<file path="config.mk">
export PLATFORM = sky130hd
export DESIGN_NAME = raw_output_display_flat
export DESIGN_NICKNAME = d
export VERILOG_FILES = /design/src/rtl/raw_output_display_if.sv /design/src/rtl/raw_output_display.sv /design/src/flat_wrapper.sv
export SDC_FILE = /design/constraint.sdc
export NUM_CORES = 1
export LEC_CHECK = 0
export ABC_CLOCK_PERIOD_IN_PS = 5900
export BUFFER_PORTS_ARGS = -buffer_cell sky130_fd_sc_hd__buf_2
export CELL_PAD_IN_SITES_DETAIL_PLACEMENT = 1
export CELL_PAD_IN_SITES_GLOBAL_PLACEMENT = 1
export CORE_AREA = 2 2 112 142
export CTS_CLUSTER_DIAMETER = 40
export DETAILED_ROUTE_END_ITERATION = 10
export DIE_AREA = 0 0 114 144
export GPL_TIMING_DRIVEN = 0
export PLACE_DENSITY_LB_ADDON = 0.1
export SYNTH_ARGS = -nofsm -noshare
export SYNTH_HDL_FRONTEND = slang
export SYNTH_SLANG_ARGS = --single-unit
</file>
<file path="constraint.sdc">
create_clock -name clk -period 5.9 [get_ports clk]
set_input_delay 0.59 -clock clk [delete_from_list [all_inputs] [get_ports clk]]
set_output_delay 0.59 -clock clk [all_outputs]
set_load 0.03 [all_outputs]
</file>
<file path="src/rtl/raw_output_display_if.sv">
// Bus between the processor's RawOutput port and the display block.
// The display itself is the slave; the CPU side (or a bench) is the master.
interface raw_output_display_if;
    logic [7:0] RawOutput;
    logic       hex_mode;
    logic [6:0] seg;
    logic [3:0] an;
    logic       busy;
    logic [7:0] update_count;

    modport master (
        output RawOutput, hex_mode,
        input  seg, an, busy, update_count
    );

    modport slave (
        input  RawOutput, hex_mode,
        output seg, an, busy, update_count
    );
endinterface

</file>
<file path="src/rtl/raw_output_display.sv">
// Captures the processor output byte, converts it to BCD with a sequential
// double-dabble engine and scans it onto a 4-digit active-low 7-segment display.
module raw_output_display #(
    parameter int REFRESH_BITS = 18
) (
    input  logic                 clk,
    input  logic                 Reset,
    raw_output_display_if.slave  bus
);

    typedef enum logic [1:0] {IDLE, CONVERT, LOAD} state_t;

    state_t                  state_q, state_d;
    logic [7:0]              shown_q, shown_d;
    logic [7:0]              conv_src_q, conv_src_d;
    logic [19:0]             shift_q, shift_d;
    logic [2:0]              bit_cnt_q, bit_cnt_d;
    logic [11:0]             bcd_q, bcd_d;
    logic [7:0]              count_q, count_d;
    logic [REFRESH_BITS-1:0] scan_q;
    logic [6:0]              seg_q, seg_d;
    logic [3:0]              an_q, an_d;
    logic [19:0]             shift_adj;
    logic [1:0]              slot;
    logic [3:0]              digit;
    logic                    blank;

    function automatic logic [6:0] font(input logic [3:0] v);
        case (v)
            4'h0: font = 7'h40;
            4'h1: font = 7'h79;
            4'h2: font = 7'h24;
            4'h3: font = 7'h30;
            4'h4: font = 7'h19;
            4'h5: font = 7'h12;
            4'h6: font = 7'h02;
            4'h7: font = 7'h78;
            4'h8: font = 7'h00;
            4'h9: font = 7'h10;
            4'hA: font = 7'h08;
            4'hB: font = 7'h03;
            4'hC: font = 7'h46;
            4'hD: font = 7'h21;
            4'hE: font = 7'h06;
            default: font = 7'h0E;
        endcase
    endfunction

    // Add-3 correction on each BCD nibble before the shift.
    assign shift_adj[7:0] = shift_q[7:0];
    generate
        for (genvar gi = 0; gi < 3; gi++) begin : g_dabble
            assign shift_adj[8+4*gi +: 4] = (shift_q[8+4*gi +: 4] >= 4'd5)
                                          ? shift_q[8+4*gi +: 4] + 4'd3
                                          : shift_q[8+4*gi +: 4];
        end
    endgenerate

    always_comb begin
        state_d    = state_q;
        shown_d    = shown_q;
        conv_src_d = conv_src_q;
        shift_d    = shift_q;
        bit_cnt_d  = bit_cnt_q;
        bcd_d      = bcd_q;
        count_d    = count_q;
        case (state_q)
            IDLE: begin
                if (bus.RawOutput != shown_q) begin
                    conv_src_d = bus.RawOutput;
                    shift_d    = {12'b0, bus.RawOutput};
                    bit_cnt_d  = 3'd0;
                    state_d    = CONVERT;
                end
            end
            CONVERT: begin
                shift_d   = {shift_adj[18:0], 1'b0};
                bit_cnt_d = bit_cnt_q + 3'd1;
                if (bit_cnt_q == 3'd7)
                    state_d = LOAD;
            end
            LOAD: begin
                bcd_d   = shift_q[19:8];
                shown_d = conv_src_q;
                count_d = count_q + 8'd1;
                state_d = IDLE;
            end
            default: state_d = IDLE;
        endcase
    end

    // Digit selection works from next-state values so new digits appear on the
    // same edge that commits them.
    assign slot = scan_q[REFRESH_BITS-1 -: 2];

    always_comb begin
        digit = 4'd0;
        blank = 1'b0;
        case (slot)
            2'd0: digit = bus.hex_mode ? shown_d[3:0] : bcd_d[3:0];
            2'd1: begin
                digit = bus.hex_mode ? shown_d[7:4] : bcd_d[7:4];
                blank = !bus.hex_mode && (bcd_d[11:8] == 4'd0) && (bcd_d[7:4] == 4'd0);
            end
            2'd2: begin
                digit = bcd_d[11:8];
                blank = bus.hex_mode || (bcd_d[11:8] == 4'd0);
            end
            default: digit = count_d[3:0];
        endcase
        seg_d = blank ? 7'h7F : font(digit);
        an_d  = ~(4'b0001 << slot);
    end

    always_ff @(posedge clk or posedge Reset) begin
        if (Reset) begin
            state_q    <= IDLE;
            shown_q    <= 8'd0;
            conv_src_q <= 8'd0;
            shift_q    <= 20'd0;
            bit_cnt_q  <= 3'd0;
            bcd_q      <= 12'd0;
            count_q    <= 8'd0;
            scan_q     <= '0;
            seg_q      <= 7'h7F;
            an_q       <= 4'b1111;
        end else begin
            state_q    <= state_d;
            shown_q    <= shown_d;
            conv_src_q <= conv_src_d;
            shift_q    <= shift_d;
            bit_cnt_q  <= bit_cnt_d;
            bcd_q      <= bcd_d;
            count_q    <= count_d;
            scan_q     <= scan_q + {{(REFRESH_BITS-1){1'b0}}, 1'b1};
            seg_q      <= seg_d;
            an_q       <= an_d;
        end
    end

    assign bus.seg          = seg_q;
    assign bus.an           = an_q;
    assign bus.busy         = (state_q != IDLE);
    assign bus.update_count = count_q;

endmodule

</file>
<file path="src/flat_wrapper.sv">
// flat-port wrapper written by rule: the top's interface ports become plain ports
module raw_output_display_flat 
#(
    parameter int REFRESH_BITS = 18
)
  (clk, Reset, bus_RawOutput, bus_hex_mode, bus_seg, bus_an, bus_busy, bus_update_count);
  raw_output_display_if bus_i ();
  input  logic clk;
  input  logic Reset;
  input wire logic [$bits(bus_i.RawOutput)-1:0] bus_RawOutput;
  input wire logic [$bits(bus_i.hex_mode)-1:0] bus_hex_mode;
  output wire logic [$bits(bus_i.seg)-1:0] bus_seg;
  output wire logic [$bits(bus_i.an)-1:0] bus_an;
  output wire logic [$bits(bus_i.busy)-1:0] bus_busy;
  output wire logic [$bits(bus_i.update_count)-1:0] bus_update_count;
  assign bus_i.RawOutput = bus_RawOutput;
  assign bus_i.hex_mode = bus_hex_mode;
  assign bus_seg = bus_i.seg;
  assign bus_an = bus_i.an;
  assign bus_busy = bus_i.busy;
  assign bus_update_count = bus_i.update_count;
  raw_output_display #(.REFRESH_BITS(REFRESH_BITS)) u_core (.clk(clk), .Reset(Reset), .bus(bus_i));
endmodule
</file>
After elaboration in Yosys (flattened, before gate mapping)
Memories as Yosys holds them, arrays and structs flattened.
Index checks and enable logic that the tools add are counted.
{"block": "totals", "reg_bits": 90, "latch_bits": 0, "ramBits": 0, "rom_bits": 112, "in_bits": 11, "output_inout_bits": 20, "wordCells": 62, "mem_count": 1}
{"memory": "(no name shown)", "depth": 16, "word_bits": 7, "rd": 1, "rd_ports_with_merged_regs": 0, "write_ports": 0, "line_no": "raw_output_display.sv:29", "rtl": "case (v)"}
{"block": "op_classes", "addsub": 6, "mul": 0, "div": 0, "order_cmp": 3, "eq_ne": 8, "n_shift": 1, "n_mux": 18, "n_bitwise": 1, "n_reduce_logical": 13}
{"cell": "$pmux 20 s2", "n": 1}
{"cell": "$mux 20", "n": 1}
{"cell": "$mux 4", "n": 5}
{"cell": "$add 18x1->18 const B", "n": 1}
{"cell": "$ge 4x3->1 const B", "n": 3}
{"cell": "$mux 12", "n": 1}
{"cell": "$pmux 4 s3", "n": 1}
{"cell": "$add 4x2->4 const B", "n": 2}
{"cell": "$add 8x1->8 const B", "n": 1}
{"cell": "$logic_not 4->1", "n": 2}
{"cell": "$mux 8", "n": 1}
{"cell": "$ne 8x8->1", "n": 1}
{"cell": "$mux 7", "n": 1}
{"cell": "$mux 3", "n": 2}
{"cell": "$pmux 3 s2", "n": 1}
{"cell": "$reduce_and 2->1", "n": 3}
{"cell": "$eq 2x1->1 const B", "n": 2}
{"cell": "$eq 2x2->1 const B", "n": 2}
{"cell": "$logic_not 2->1", "n": 2}
{"cell": "$mux 2", "n": 2}
{"cell": "$ne 2x1->1 const B", "n": 2}
{"cell": "$not 4->4", "n": 1}
{"cell": "$pmux 2 s2", "n": 1}
{"cell": "$reduce_bool 2->1", "n": 2}
{"cell": "8 further kinds", "n": 9}

Longest topological paths before layout
Gate-level depths: netlist (run 1).
{"block": "depth", "ltp_word": 7, "mapped_depth": 12, "mapped_depth_nobuf": 12}

Worst setup path after synthesis (run 1)
OpenSTA, ideal clock, no wires.
{"block": "synth_path", "path_type": "flip-flop to flip-flop", "start": "register u_core.state_q[0]", "end": "register u_core.seg_q[6] (netlist: u_core.bus.seg[6])", "setup_ps": 116, "arrival_ps": 2363, "setup_slack_ps": 3421, "stages_incl_launch_ff": 11, "period_less_slack_ps": 2479, "path_cell_list": "dfrtp_1 > nand2b_4 > mux4_2 > and2_1 > o41ai_4 > inv_1 > ha_1 > inv_1 > nor2_1 > a21oi_1 > o221ai_1"}
{"block": "synth_between", "elab_chain_cells": 7}
{"element": "start: declaration", "line_no": "raw_output_display.sv:13", "rtl": "state_t state_q, state_d;"}
{"element": "start signal: assignment", "line_no": "raw_output_display.sv:128", "rtl": "state_q <= state_d;"}
{"element": "$eq 2x2->1 (*)", "line_no": "raw_output_display.sv:67", "rtl": "case (state_q)"}
{"element": "branches (longest 5 deep; another with $mem_v2 16x7)"}
{"element": "$mux 7 (*)", "line_no": "raw_output_display.sv:111", "rtl": "seg_d = blank ? 7'h7F : font(digit);"}
{"element": "via u_core.seg_d[6]", "line_no": "raw_output_display.sv:21", "rtl": "logic [6:0] seg_q, seg_d;"}
{"element": "end signal: assignment", "line_no": "raw_output_display.sv:136", "rtl": "seg_q <= seg_d;"}
{"element": "end: declaration", "line_no": "raw_output_display.sv:21"}
Mark *: on every way through the listed nets, which the timed path passes.
A chain may end at the register's enable or synchronous reset.

Worst setup path in the final report (run 1)
{"block": "layout_path", "start": "register u_core.state_q[1]", "end": "register u_core.seg_q[3] (netlist: u_core.bus.seg[3])"}
{"element": "$eq 2x2->1", "line_no": "raw_output_display.sv:67"}
{"element": "$mux 8", "line_no": "raw_output_display.sv:67"}
{"element": "via u_core.shown_d[4]", "line_no": "raw_output_display.sv:14", "rtl": "logic [7:0] shown_q, shown_d;"}
{"element": "$mux 4", "line_no": "raw_output_display.sv:102", "rtl": "digit = bus.hex_mode ? shown_d[7:4] : bcd_d[7:4];"}
{"element": "$pmux 4 s3", "line_no": "raw_output_display.sv:99", "rtl": "case (slot)"}
{"element": "$mem_v2 16x7"}
{"element": "$mux 7", "line_no": "raw_output_display.sv:111"}
{"element": "via u_core.seg_d[3]", "line_no": "raw_output_display.sv:21"}
The timed path passes the listed nets, and every way through them passes these cells.

==> results.toml, run 1 <==
[status]
outcome = "finished clean"

[floorplan]
coreArea_mm2 = 0.0152
die_width_um = 114
rows = 51
io_pins = 31
start_util_pct = 29.3
die_area_mm2 = 0.0164
die_h_um = 144

[sta]
slew_headroom_pct = 45.5
finalCritPeriodShare_pct = 49.1
finalSetupTns_ps = 0
rsz0062_at_grt = "false"
worst_slew_pin_slew_ps = 818
holdWs_ps = 312
fmax_mhz = 345
final_hold_viol_count = 0
finalClockSkew_ps = 8.19
setup_viol = 0
period_minus_slack_ps = 2900
finalMaxSlewViolations = 0

[cells_and_area]
syn2layout_area_growth_pct = 16.9
finalInstanceArea_mm2 = 0.00520
drive_gt1_share_pct = 19.0
fin_nets = 484
instances_no_fill = 642
antenna_cells = 0
final_common_cell = "dfrtp_1"
layout_common_cells = "dfrtp_1, nand2_1, inv_1"

[critical_path]
cp_top_family = "compound AO/OA/AOI/OAI gates"
crit_required_ps = 6120
path_cells = "nor2b_4, buf_6, mux2_1, a22o_1, o41ai_4, inv_1, ha_1, o21ai_0, o2111a_1, a31oi_1"
worstSetupPathType = "register to register"
path_buf_inv = 2
crit_arrival_ps = 3120
startpoint_type = "register"
worst_path_max_delay_cell = "o41ai_4"
worst-path-max-fanout = 8
endpoint_kind = "register"
max_stage_delay_ps = 540

[logic_synthesis]
synthesis.area_mm2 = 0.00444
synth_cells = 410
synth_top_cell_by_area = "dfrtp_1"
ys_warn_count = 0
synth_edf_count = 0
synthesis.nets = 442
ys.flop_type = "dfrtp_1"
synthArstFlopShare_pct = 100
yosysSeqAreaShare_pct = 51.0
avgSynthCellArea_um2 = 10.8
ys_types = 55
yosys.area.top_type_share_pct = 44.5
synth_seq_cells = 90
synth_area_leaders = "dfrtp_1, dfstp_2, ha_1"

[cts]
numClockSinks = 90
post-cts-setup-buffers = 0
htreeDepth = 3
cts_resized = 0
cts_hold_buf = 0
clk_pin_slew_ps = 60
clockRootBuffer = "clkbuf_16"
numCtsBuffers = 9
clock_latency_ps = 340
clk_path_buf_depth = 2
cts_tree = "built"

[pwr]
power_density_mw_per_mm2 = 499
ir_worst_vdd_mv = 0.162
p_leak_nw = 2.44
total_power_mw = 2.59

[route]
remaining_drc_errors = 0
initialDrtViolationCount = 85
firstDrtPassIters = 4
ant_nets = 0
drt-total-wl_um = 10800
via_per_inst = 4.84
routed-via-count = 3108
wl_per_cell_um = 16.8

[global_route]
grt_overflow = 0
grt_pass1_wl_um = 17700
grt_pass1_vias = 3341
antenna_found_initial = 0
grt_max_degree = 49
grt_usage_pct = 14.2

[run]
maxCapViolCount = 0

[placed_design]
placed_area_mm2 = 0.00486
port_buffers = 30
gp_congestion = 0.775
dp_cells = 626
dpl.hpwl_um = 8020

[hold_path]
hp-class = "input pin to asynchronous set/reset pin"
-- path summary, 6_finish.rpt --
check,start,end,slack (ps),cells past startpoint
worst max-delay path,u_core.state_q[1],u_core.bus.seg[3],3000,10
worst min-delay path,Reset,u_core.scan_q[5],310,2
worst max register to register,u_core.state_q[1],u_core.bus.seg[3],3000,10
worst min register to register,u_core.scan_q[7],u_core.scan_q[7],470,1
max in group asynchronous,Reset,u_core.bus.an[0],4890,3
min in group clk,u_core.scan_q[7],u_core.scan_q[7],470,1
-- synthesized netlist by cell type, types with 2 or more instances --
library cell	count
nor2_1	20
mux2_2	6
o221ai_1	4
ha_1	21
a221o_1	7
mux2_4	5
nor4_1	4
clkbuf_1	8
and3_1	5
nand3_1	25
o21ai_0	21
inv_1	34
nand2_1	40
xnor2_1	23
a22oi_2	2
a21o_1	7
or3_1	2
and2_1	6
nand4_1	5
a21oi_1	14
mux2_1	2
nand2b_1	4
xor2_1	13
mux4_2	2
nor3_1	7
o31ai_1	2
dfstp_2	11
dfrtp_1	79
buf_6	4
mux2i_1	2
-- through the flow --
step	setup WS, ps	utilization [%]
2_1_floorplan	2990	-
3_3_place_gp	1680	31.8
3_5_place_dp	2990	32.0
4_1_cts	2970	34.2
5_1_grt	2730	34.2
6_report	3000	34.2
-- flip-flops by register name, summed over array words and instances, names as in the netlist, 4 cells and up --
register	flops
u_core.shown_q	8
u_core.scan_q	18
u_core.bcd_q	12
u_core.bus.an	4
u_core.shift_q	20
u_core.conv_src_q	8
u_core.bus.seg	7
u_core.bus.update_count	8
-- worst register-to-register path: stages (launching register included) --
cell      delay (ps)
dfrtp_1          430
nor2b_4          180
buf_6            170
mux2_1           410
a22o_1           250
o41ai_4          540
inv_1            140
ha_1             280
o21ai_0          110
o2111a_1         220
a31oi_1           50
-- per-layer routing --
layer  track usage [%]  up-vias  part of all wire [%]
li1                  -     1493                     -
met4              6.10        0                   1.9
met5                 0        -                     0
met3              2.43       12                   2.2
met2              24.1       31                    51
met1              17.7     1572                    45
-- kinds of logic after synthesis --
group,count (synthesis),synth area share [%]
AO/OA/AOI/OAI,72,12.2
XOR/XNOR,36,7.09
adder cells (fa/ha/maj),21,5.91
buffers and inverters,48,4.76
flip-flops,90,51.0
multiplexers,17,5.18
AND/OR/NAND/NOR,126,13.9
-- power by group --
part           leakage, nW  switching (mW)  internal [mW]  total (mW)
Sequential            1.12           0.160          0.832       0.992
Clock                0.166           0.249          0.414       0.663
Combinational         1.16           0.549          0.389       0.938
-- final cells by class --
cell class / count / area [µm²]
multi-input cells: 272 / 1970
fillers: 1701 / 9990
well taps: 185 / 231
repair buffers: 31 / 178
clock inverters: 7 / 116
plain buffers: 14 / 83.8
flip-flops and latches: 90 / 2270
inverters: 34 / 130
clock buffers: 9 / 225
No activity file was read; power rests on OpenSTA's default activity.
==> inputs of run 2 (changes only) <==
ABC_CLOCK_PERIOD_IN_PS = 2800   (was 5900)
clock period = 2.8 ns   (was 5.9 ns; I/O delays follow)
==> run 2 against run 1 <==
Clock power grew 110%. Register-to-register slack lost 2800 ps. Worst hold slack lost 310 ps. Clock skew grew 1.2 ps. Combinational power grew 120%. Wire length grew 1.0%. Non-clock buffer count grew 5. Sequential cell count is the same. Final area grew 1.1%. Global-route usage grew 0.062 points. Core utilization grew 0.36 points. Critical path type unchanged. Critical endpoint unchanged. Highest routed layer unchanged.
==> results.toml, run 2 (same netlist as run 1, synthesis figures left out) <==
[status]
outcome = "finished clean"

[global_route]
grt_overflow = 0
antenna_found_initial = 0
grt_max_degree = 49
grt_usage_pct = 14.2
grt_pass1_vias = 3356
grt_pass1_wl_um = 17800

[cells_and_area]
fillCellCount = 1699
final_util_pct = 34.6
layout_common_cells = "dfrtp_1, nand2_1, inv_1"
regArea_mm2 = 0.00227
syn2layout_area_growth_pct = 18.2
top_register = "u_core.shift_q"
largest_reg_flops = 20
drive_gt1_share_pct = 20.8
antenna_cells = 0
instances_no_fill = 647
multi_input_area_mm2 = 0.00198
fin_nets = 489
top_regs = "u_core.shift_q (20), u_core.scan_q (18), u_core.bcd_q (12)"
final_common_cell = "dfrtp_1"

[sta]
final_hold_viol_count = 0
setup_viol = 0
finalCritPeriodShare_pct = 94.1
worst_slew_pin_slew_ps = 820
rsz0062_at_grt = "false"
period_minus_slack_ps = 2630
fmax_mhz = 380
finalSetupTns_ps = 0
finalClockSkew_ps = 9.37
finalMaxSlewViolations = 0
slew_headroom_pct = 45.4

[cts]
clk_path_buf_depth = 2
numCtsBuffers = 9
clockRootBuffer = "clkbuf_16"
clock_latency_ps = 350
clk_pin_slew_ps = 60
cts_tree = "built"
numClockSinks = 90
htreeDepth = 3

[critical_path]
endpoint = "u_core.bus.seg[3]"
crit_required_ps = 3060
reg2regPathDepth = 10
worst-path-max-fanout = 10
path_cells = "nand2b_4, buf_6, mux2_1, nor2_1, or3_1, a41oi_4, inv_2, ha_1, o2111a_1, a31oi_1"
max_stage_delay_ps = 440
rr_startpoint = "u_core.state_q[0]"
worst_path_max_delay_cell = "dfrtp_2"
r2r_slack_ps = 170
worstSetupPathType = "register to register"
startpoint_type = "register"
r2r-end = "u_core.bus.seg[3]"
endpoint_kind = "register"
crit_start = "u_core.state_q[0]"
crit_arrival_ps = 2900

[floorplan]
coreArea_mm2 = 0.0152
die_width_um = 114
die_area_mm2 = 0.0164
start_util_pct = 29.3
rows = 51
die_h_um = 144
io_pins = 31

[placed_design]
port_buffers = 30
dp_cells = 626
gp_congestion = 0.775
dpl.hpwl_um = 8020

[route]
initialDrtViolationCount = 91
routed-via-count = 3133
firstDrtPassIters = 6
remaining_drc_errors = 0
ant_nets = 0
via_per_inst = 4.84
drt-total-wl_um = 10900
wl_per_cell_um = 16.9

[pwr]
power_density_mw_per_mm2 = 1050
p_leak_nw = 2.46
total_power_mw = 5.53
ir_worst_vdd_mv = 0.345

[hold_path]
hp-class = "input pin to asynchronous set/reset pin"

[run]
maxCapViolCount = 0
-- run 2: area by class of cell --
class                           instances  area share [%]
Sequential cell                        90            43.2
Multi-Input combinational cell        272            37.7
Tap cell                              185            4.41
Clock buffer                            9            4.29
Timing Repair Buffer                   36            4.10
Inverter                               34            2.48
Clock inverter                          7            2.22
Buffer                                 14            1.60
-- run 2: how the worst min path moves through the flow --
stage / start / cells past startpoint / to / slack, ps
finish: Reset / 2 / u_core.scan_q[5] / 2
global route: Reset / 2 / u_core.scan_q[5] / 50
CTS: Reset / 2 / u_core.bcd_q[6] / 30
detailed placement: Reset / 2 / u_core.scan_q[5] / 400
global placement: u_core.scan_q[4] / 1 / u_core.scan_q[4] / 450
floorplan: u_core.scan_q[5] / 1 / u_core.scan_q[5] / 440
-- run 2: timing repair --
item,CTS,global route
hold buffers,0,0
endpoints found under the setup margin,4,3
pin swaps,2,1
gates resized for setup,1,5
buffers inserted,2,3
-- run 2: routing by layer --
metal | part of all wire (%) | vias up | wire, µm | track usage (%)
li1 | - | 1505 | - | -
met1 | 45 | 1586 | 4920 | 17.8
met2 | 51 | 30 | 5540 | 24.2
met3 | 2.2 | 12 | 242 | 2.43
met4 | 1.9 | 0 | 204 | 6.10
met5 | 0 | - | 0 | 0
-- run 2: stage by stage --
step / setup slack, ps / instance area [µm²] / hold slack, ps
2_1_floorplan: 203 / 4440 / 438
3_3_place_gp: -1110 / 4830 / 454
3_5_place_dp: -109 / 4860 / 399
4_1_cts: 69.6 / 5220 / 25.5
5_1_grt: 6.82 / 5250 / 46.9
6_report: 166 / 5250 / 1.72
-- run 2: critical path, delay by kind of cell (launching register included) --
family,cells,cell delay [ps]
buffers and inverters,2,240
muxes,1,210
AOI/OAI and AO/OA,3,720
DFF,1,440
and+or+nand+nor,3,610
adders and majority gates,1,330
-- run 2: where the power goes --
part | total [mW] | internal (mW) | switching (mW)
Sequential | 2.09 | 1.76 | 0.336
Clock | 1.40 | 0.873 | 0.526
Combinational | 2.04 | 0.860 | 1.18
==> inputs of run 3 (changes only) <==
ABC_AREA = 1   (was unset)
CORE_AREA = 2 2 114 144   (was 2 2 112 142)
DIE_AREA = 0 0 116 146   (was 0 0 114 144)
==> run 3 against run 2 <==
Count of clock-buffer cells in the layout rose by 2. Sequential cell count stayed put. Die area is 3.2% higher. First-iteration DRC count is the same. Cell count up 18%. Worst setup slack improved by 330 ps. Non-clock buffer count down 7. Sequential share of layout area shrank 0.74 points. Clock skew decreased by 2.8 ps. Maximum frequency up 14%. Critical endpoint is now u_core.bus.seg[5].
==> results.toml, run 3 <==
[cts]
htreeDepth = 3
cts_resized = 0
clk_path_buf_depth = 2
cts_tree = "built"
clockRootBuffer = "clkbuf_16"
post-cts-setup-buffers = 0
cts_hold_buf = 0
numClockSinks = 90
clk_pin_slew_ps = 70
numCtsBuffers = 9
clock_latency_ps = 350

[route]
initialDrtViolationCount = 91
drt-total-wl_um = 11700
firstDrtPassIters = 4
remaining_drc_errors = 0
ant_nets = 0
routed-via-count = 3523
wl_per_cell_um = 15.3
via_per_inst = 4.61

[cells_and_area]
finalInstanceArea_mm2 = 0.00534
final_common_cell = "nand2_1"
top_regs = "u_core.shift_q (20), u_core.scan_q (18), u_core.bcd_q (12)"
fillCellCount = 1809
drive_gt1_share_pct = 17.5
top_register = "u_core.shift_q"
antenna_cells = 0
fin_nets = 581
multi_input_area_mm2 = 0.00199
regArea_mm2 = 0.00227
layout_common_cells = "nand2_1, dfrtp_1, nand3_1"
largest_reg_flops = 20
syn2layout_area_growth_pct = 16.6

[global_route]
grt_max_degree = 47
grt_usage_pct = 15.0
grt_overflow = 0
grt_pass1_vias = 3769
grt_pass1_wl_um = 19300
antenna_found_initial = 0

[logic_synthesis]
ys_types = 41
synth_common_cells = "nand2_1, dfrtp_1, nand3_1, inv_1, o21ai_0"
synthArstFlopShare_pct = 100
ys_warn_count = 0
synth_area_leaders = "dfrtp_1, nand2_1, nand3_1"
yosys.area.top_type_share_pct = 43.2
yosysSeqAreaShare_pct = 49.5
synth_cells = 508
avgSynthCellArea_um2 = 9.01
synthesis.area_mm2 = 0.00458
synthesis.nets = 540
synth_top_cell_by_area = "dfrtp_1"
synth_edf_count = 0
synth_most_common_cell = "nand2_1"
ys.flop_type = "dfrtp_1"
synth_seq_cells = 90

[pwr]
power_density_mw_per_mm2 = 1010
total_power_mw = 5.41
p_leak_nw = 2.62
ir_worst_vdd_mv = 0.382

[sta]
finalCritPeriodShare_pct = 82.4
setup_viol = 0
period_minus_slack_ps = 2310
fmax_mhz = 433
worst_slew_pin_slew_ps = 613
final_hold_viol_count = 0
slew_headroom_pct = 59.2
finalClockSkew_ps = 6.60
rsz0062_at_grt = "false"
finalMaxSlewViolations = 0

[floorplan]
die_width_um = 116
io_pins = 31
rows = 51
die_h_um = 146
start_util_pct = 29.6
coreArea_mm2 = 0.0154
die_area_mm2 = 0.0169

[critical_path]
worst-path-max-fanout = 8
startpoint_type = "register"
r2r_slack_ps = 490
max_stage_delay_ps = 340
cp_top_family = "simple AND/OR/NAND/NOR gates"
path_buf_inv = 3
crit_required_ps = 3090
path_common_cell = "nand3_1"
worst_path_max_delay_cell = "dfrtp_1"
endpoint_kind = "register"
crit_arrival_ps = 2590
worstSetupPathType = "register to register"
path_cells = "buf_4, inv_2, nor2_4, nand2_1, nand3_1, nand3_1, nand3_1, nand2_1, inv_1, ha_1, nand3_1, nand2_1, nand2_1, nand3_1"

[placed_design]
gp_congestion = 0.776
dpl.hpwl_um = 8730
placed_area_mm2 = 0.00502
port_buffers = 29

[run]
maxCapViolCount = 0

[hold_path]
hp-class = "input pin to asynchronous set/reset pin"

[status]
outcome = "finished clean"
run 3: metrics by stage:
stage	TNS (ps)	std cells	hold slack, ps	setup WS, ps	util, %
after detailed placement	0	750	418	503	32.5
after CTS	0	765	40.4	458	34.6
after floorplan	0	508	437	203	-
after global placement	-97520	749	451	-1210	32.3
final	0	765	17.3	492	34.6
after global routing	0	765	58.5	276	34.6
run 3: report_power, final:
group          leakage, nW  total, mW  switching, mW  internal [mW]
logic                 1.35       2.02           1.31          0.709
registers             1.12       2.05          0.281           1.77
clock network        0.152       1.33          0.531          0.804
total                 2.62       5.41           2.13           3.28
run 3: per-layer routing:
metal  track usage (%)  vias to the layer above  part of all wire, %
li1                  -                     1735                    -
met1              17.6                     1739                   43
met2              26.8                       37                   53
met3              2.21                       12                  2.0
met4              6.07                        0                  1.9
met5                 0                        -                    0
run 3: cells by family after synthesis:
group	after synthesis	share of synthesized area (%)
xor gates and xnor gates	30	5.90
DFF	90	49.5
AOI/OAI and AO/OA	52	6.56
adders and majority gates	21	5.74
buffers and inverters	73	6.94
and+or+nand+nor	242	25.4
run 3: path summary, 6_finish.rpt:
path	cells after the start	start	end
max	14	u_core.state_q[1]	u_core.bus.seg[5]
max in group asynchronous	3	Reset	u_core.bus.an[1]
min reg2reg	1	u_core.bus.update_count[7]	u_core.bus.update_count[7]
min in group clk	3	bus_RawOutput[0]	u_core.conv_src_q[0]
max reg2reg	14	u_core.state_q[1]	u_core.bus.seg[5]
min	2	Reset	u_core.scan_q[17]
run 3: worst reg2reg max path, delay by kind of cell, from the launching register on:
kind                       cells  cell delay, ps
DFF                            1             340
adders and majority gates      1             210
and+or+nand+nor               10            1280
buffers and inverters          3             410
run 3: final cells by class:
type                    instances  area share, %
plain buffers                  13           1.69
repair buffers                 30           3.23
clock buffers                  11           4.55
flip-flops and latches         90           42.5
inverters                      60           4.31
clock inverters                 4           1.43
well taps                     212           4.97
multi-input cells             345           37.4
